$ cat config.mk
export PLATFORM = sky130hd
export DESIGN_NAME = imem_loader
export DESIGN_NICKNAME = d
export VERILOG_FILES = /design/src/rtl/imem_loader.sv
export SDC_FILE = /design/constraint.sdc
export NUM_CORES = 1
export LEC_CHECK = 0
export ABC_AREA = 0
export CAP_MARGIN = 20
export CORE_ASPECT_RATIO = 0.7
export CORE_UTILIZATION = 30
export DETAILED_ROUTE_END_ITERATION = 10
export MAX_ROUTING_LAYER = met4
export PLACE_DENSITY = 0.57
export SETUP_SLACK_MARGIN = 0.4
export SYNTH_ARGS = -nofsm -noshare
export SYNTH_HDL_FRONTEND = slang
export SYNTH_SLANG_ARGS = --single-unit
$ cat constraint.sdc
create_clock -name clk -period 2.5 [get_ports clk]
set_input_delay 0.5 -clock clk [delete_from_list [all_inputs] [get_ports clk]]
set_output_delay 0.5 -clock clk [all_outputs]
set_load 0.03 [all_outputs]
$ cat src/rtl/imem_loader.sv
// UART boot loader: receives a little-endian word count followed by that many
// 32-bit words over 8N1 serial and writes them into BRAM port A.
module imem_loader #(
  parameter int          CLKS_PER_BIT = 868,
  parameter logic [31:0] ADDR_BASE    = 32'h0
) (
  input  logic        clk,
  input  logic        rst,
  input  logic        rx,
  output logic [3:0]  wea,
  output logic [31:0] addra,
  output logic [31:0] dia,
  output logic        core_rst_n,
  output logic        busy,
  output logic        done,
  output logic        frame_err
);

  localparam logic [31:0] FULL_M1 = 32'(CLKS_PER_BIT - 1);
  localparam logic [31:0] HALF_M1 = 32'(CLKS_PER_BIT / 2 - 1);

  typedef enum logic [1:0] {RX_IDLE, RX_START, RX_DATA, RX_STOP} rx_state_t;
  typedef enum logic [1:0] {HDR, LOAD, DONE} ld_state_t;

  rx_state_t   rx_state_q, rx_state_d;
  ld_state_t   ld_state_q, ld_state_d;
  logic        rx_s1_q, rx_s1_d, rx_s2_q, rx_s2_d;
  logic [31:0] cnt_q, cnt_d;
  logic [2:0]  bit_idx_q, bit_idx_d;
  logic [7:0]  shift_q, shift_d;
  logic [7:0]  byte_q, byte_d;
  logic        byte_valid_q, byte_valid_d;
  logic        frame_err_q, frame_err_d;
  logic        start_ok;
  logic [1:0]  byte_cnt_q, byte_cnt_d;
  logic [31:0] word_q, word_d, word_full;
  logic [31:0] n_q, n_d;
  logic [31:0] idx_q, idx_d;
  logic [3:0]  wea_q, wea_d;
  logic [31:0] addra_q, addra_d;
  logic [31:0] dia_q, dia_d;
  logic        busy_q, busy_d;

  assign rx_s1_d = rx;
  assign rx_s2_d = rx_s1_q;

  // UART receiver: bits are sampled at their centre, timed from the start edge.
  always_comb begin
    rx_state_d   = rx_state_q;
    cnt_d        = cnt_q + 32'd1;
    bit_idx_d    = bit_idx_q;
    shift_d      = shift_q;
    byte_d       = byte_q;
    byte_valid_d = 1'b0;
    frame_err_d  = frame_err_q;
    start_ok     = 1'b0;
    case (rx_state_q)
      RX_IDLE: begin
        cnt_d = 32'd0;
        if (!rx_s2_q) rx_state_d = RX_START;
      end
      RX_START: begin
        if (cnt_q == HALF_M1) begin
          cnt_d = 32'd0;
          if (rx_s2_q) begin
            rx_state_d = RX_IDLE;
          end else begin
            rx_state_d = RX_DATA;
            bit_idx_d  = 3'd0;
            start_ok   = 1'b1;
          end
        end
      end
      RX_DATA: begin
        if (cnt_q == FULL_M1) begin
          cnt_d     = 32'd0;
          shift_d   = {rx_s2_q, shift_q[7:1]};
          bit_idx_d = bit_idx_q + 3'd1;
          if (bit_idx_q == 3'd7) rx_state_d = RX_STOP;
        end
      end
      RX_STOP: begin
        if (cnt_q == FULL_M1) begin
          cnt_d      = 32'd0;
          rx_state_d = RX_IDLE;
          if (rx_s2_q) begin
            byte_valid_d = 1'b1;
            byte_d       = shift_q;
          end else begin
            frame_err_d = 1'b1;
          end
        end
      end
      default: rx_state_d = RX_IDLE;
    endcase
    // Once the image is loaded the serial line is ignored entirely.
    if (ld_state_q == DONE) begin
      rx_state_d   = RX_IDLE;
      cnt_d        = 32'd0;
      byte_valid_d = 1'b0;
      frame_err_d  = frame_err_q;
      start_ok     = 1'b0;
    end
  end

  assign word_full = {byte_q, word_q[31:8]};

  // Word assembly and load sequencing.
  always_comb begin
    ld_state_d = ld_state_q;
    byte_cnt_d = byte_cnt_q;
    word_d     = word_q;
    n_d        = n_q;
    idx_d      = idx_q;
    wea_d      = 4'h0;
    addra_d    = addra_q;
    dia_d      = dia_q;
    busy_d     = busy_q;
    if (byte_valid_q && ld_state_q != DONE) begin
      word_d     = word_full;
      byte_cnt_d = byte_cnt_q + 2'd1;
      if (byte_cnt_q == 2'd3) begin
        if (ld_state_q == HDR) begin
          n_d        = word_full;
          ld_state_d = (word_full == 32'd0) ? DONE : LOAD;
        end else begin
          wea_d   = 4'hF;
          addra_d = ADDR_BASE + {idx_q[29:0], 2'b00};
          dia_d   = word_full;
          idx_d   = idx_q + 32'd1;
        end
      end
    end
    // idx has already advanced during the write cycle, so equality marks the last word.
    if (ld_state_q == LOAD && wea_q == 4'hF && idx_q == n_q) ld_state_d = DONE;
    if (ld_state_q == HDR && start_ok) busy_d = 1'b1;
    if (ld_state_d == DONE) busy_d = 1'b0;
  end

  always_ff @(posedge clk) begin
    shift_q <= shift_d;
    byte_q  <= byte_d;
    word_q  <= word_d;
    if (rst) begin
      rx_s1_q      <= 1'b1;
      rx_s2_q      <= 1'b1;
      rx_state_q   <= RX_IDLE;
      ld_state_q   <= HDR;
      cnt_q        <= 32'd0;
      bit_idx_q    <= 3'd0;
      byte_valid_q <= 1'b0;
      frame_err_q  <= 1'b0;
      byte_cnt_q   <= 2'd0;
      n_q          <= 32'd0;
      idx_q        <= 32'd0;
      wea_q        <= 4'h0;
      addra_q      <= 32'd0;
      dia_q        <= 32'd0;
      busy_q       <= 1'b0;
    end else begin
      rx_s1_q      <= rx_s1_d;
      rx_s2_q      <= rx_s2_d;
      rx_state_q   <= rx_state_d;
      ld_state_q   <= ld_state_d;
      cnt_q        <= cnt_d;
      bit_idx_q    <= bit_idx_d;
      byte_valid_q <= byte_valid_d;
      frame_err_q  <= frame_err_d;
      byte_cnt_q   <= byte_cnt_d;
      n_q          <= n_d;
      idx_q        <= idx_d;
      wea_q        <= wea_d;
      addra_q      <= addra_d;
      dia_q        <= dia_d;
      busy_q       <= busy_d;
    end
  end

  assign wea        = wea_q;
  assign addra      = addra_q;
  assign dia        = dia_q;
  assign busy       = busy_q;
  assign frame_err  = frame_err_q;
  assign done       = (ld_state_q == DONE);
  assign core_rst_n = (ld_state_q == DONE);

endmodule

==> run summary <==
Clock Path Buffers - 3
pwr/cell area - 655.7 mW/mm^2
largest net degree at the start of global routing - 73
worst-path cell chain - clkdlybuf4s50_1
CTS sink cnt - 213
Detailed Place HPWL - 14,200 um
ANT cells - 0
Worst setup EP type - output port
register area - 0.004667 mm^2
CTS tree - built
hold buffer count at CTS - 0
DRC - 0
sequential area share after synthesis - 54.47%
I/O Buffers - 72
Yosys cell types - 46
post-synthesis cell area - 0.008563 mm^2
core area - 0.02795 mm^2
Slew headroom - 59.89%
Initial Util - 30.64%
Slew Viols, Final - 0
# fillers - 2,895
maxcap violations - 0
area grow syn2layout - 21.25%
status - finished, final reports clean
DIE HEIGHT - 143.4 um
Hold Crit Class - input port to register
via count - 6,581
standard-cell row count - 51
unrepaired setup endpoints after global routing - yes
FF+latch count, synth - 213
Clock Pin Slew Worst Setup and Hold Paths - 0.07 ns
share of layout cells above drive strength 1 - 7.897%
CP Launch Type - register
critical path type - register to output port
WP buf/inv - 1
detailed-route wire length per cell - 14.92 um
Worst Skew - 0.01455 ns
max frequency - 489.8 MHz
CP arrival - 1.54 ns
gp weighted congestion - 0.8644
Die Width - 203.9 um
pin slew with the least headroom to its limit - 0.5962 ns
leak pwr - 3.328 nW
initial antenna violation count - 0
gr usage total - 14.57%
Top Ports - 75
1st-pass router iterations - 5
grt total ovfl - 0
hold_ws - 0.4140 ns
multi-input logic area - 0.003601 mm^2
first-pass GRT wire length - 33,000 um
Worst Path Max Fanout - 2
Worst VDD drop - 444.8 uV
Vias/cell - 4.755
critical path's top delay family - buffers and inverters
crit share post-route - 81.67%
clk_lat worst skew - 0.51 ns
Syn. warnings - 0
asr flop ratio synth - 0%
Antenna Nets Post-Route - 0
post-synthesis cell count - 944
DRT Wirelength - 20,650 um
clk root buf - clkbuf_16
main flop type after synthesis - dfxtp_1
TritonCTS buffer count - 21
Req. time, crit path - 2.00 ns
Mean Syn Cell Area - 9.071 um^2
setup TNS - 0 ns
Max H-tree Level - 1
Post-synth EDFFs - 40
fin nets - 1,007
Die ar. - 0.02924 mm^2
fin crit period - 2.042 ns
1st-iter DRT viols - 565
final hold vios - 0
critical path's slowest cell - clkdlybuf4s50_1
setup violators final - 0
CP max stage delay - 0.68 ns
vias in the first global route - 5,914
## repair_timing
| item | CTS | global route |
|---|---|---|
| pin swaps | 0 | 1 |
| buffers inserted | 0 | 1 |
| setup endpoints to repair | 17 | 62 |
| gates resized for setup | 17 | 15 |
## final cells by class
class | count | area share, %
inverters | 18 | 0.6508
well taps | 371 | 4.471
flip-flops and latches | 213 | 44.95
clock buffers | 26 | 5.568
multi-input cells | 656 | 34.68
repair buffers | 88 | 8.448
clock inverters | 12 | 1.229
## flip-flops by register name, summed over array words and instances (netlist names), 2 cells and up, named ones only
register	flops
cnt_q	32
dia	32
idx_q	32
n_q	32
addra	30
word_q	24
byte_q	8
shift_q	8
bit_idx_q	3
byte_cnt_q	2
ld_state_q	2
## cell usage after synthesis (all sizes together) (2+ instances only)
library cell	instances	area, um^2
and2	8	50.05
edfxtp	40	1201
buf	18	122.6
nand4	21	146.4
nand2	216	810.8
or3	6	37.54
nor3	23	115.1
nor3b	2	15.01
xnor2	78	683.2
inv	18	67.56
a211oi	3	22.52
nand3	30	160.2
and4	9	78.83
nor4	34	225.2
nor2	68	255.2
clkbuf	40	150.1
nor2b	3	18.77
nand2b	2	12.51
xor2	10	87.58
o21ai	6	41.29
and3	7	45.05
a21oi	107	535.5
dfxtp	173	3463
a31o	2	17.52
ha	6	75.07
or2	2	12.51
## layout by cell type, fill, tap and decap left out, types with 3 or more instances in the layout
master             n
dfxtp_1          171
xor2_1            10
and3_1             5
clkbuf_8           3
edfxtp_1          40
nor2_1            68
nand3_1           26
clkdlybuf4s50_1   56
or3_1              6
nor4_1            32
nand4_1           20
buf_12             3
ha_1               6
dlymetal6s2s_1     6
nand2_1          216
nor3_1            21
and2_1             7
xnor2_1           78
nand3_2            4
clkbuf_16         21
inv_1             17
clkinv_2           4
buf_4             14
o21ai_0            5
a21oi_1          107
nor2b_1            3
and4_1             8
dlygate4sd2_1      7
## routing by layer
metal / vias up / part of all wire (%) / wire length, um / global-route usage (%)
li1: 3310 / - / - / -
met1: 3100 / 53 / 10880 / 21.84
met2: 141 / 40 / 8186 / 19.60
met3: 30 / 5.9 / 1209 / 3.175
met4: 0 / 1.8 / 378 / 3.064
met5: - / 0 / 0 / -
## report_power, final
part | leakage [nW] | switching, mW | internal [mW]
sequential | 1.75 | 0.00344 | 3.48
clock | 0.347 | 1.38 | 1.87
combinational | 1.23 | 0.0529 | 0.0158
total | 3.33 | 1.44 | 5.37
## worst paths after layout
kind	from	endpoint	slack, ns	cells past startpoint
setup / recovery	dia[20]	dia[20]	0.46	1
hold reg to reg	shift_q[0]	byte_q[0]	0.42	0
hold / removal	rst	idx_q[0]	0.41	2
setup reg to reg	idx_q[10]	idx_q[31]	0.56	5
## worst reg2reg max path: cells and delay by family (launching register included)
kind          cells  cell delay (ns)
flops             1             0.46
simple gates      4             1.04
mux               1             0.31
## kinds of logic (layout without fill, tap and decap cells)
| family | count (synthesis) | count (layout) | synth area share (%) |
|---|---|---|---|
| AO/OA/AOI/OAI | 125 | 125 | 7.905 |
| XOR/XNOR | 88 | 88 | 9.001 |
| adder cells (fa/ha/maj) | 6 | 6 | 0.8767 |
| buffers and inverters | 76 | 144 | 3.974 |
| flip-flops | 213 | 213 | 54.47 |
| multiplexers | 1 | 1 | 0.1315 |
| other | 1 | 2 | 0.04379 |
| AND/OR/NAND/NOR | 434 | 434 | 23.60 |
## through the flow
stage	std cells	cell area (um^2)	worst slack, ns	utilization (%)	total power, mW
after floorplan	945	8567	0.4987	-	3.614
after global placement	1345	9638	0.4622	34.48	3.633
after detailed placement	1345	9638	0.3785	34.48	3.633
after CTS	1383	10340	0.4036	37.00	6.884
after global routing	1384	10380	0.3570	37.15	7.053
final	1384	10380	0.4582	37.15	6.808
No activity file was read; power rests on OpenSTA's default activity.
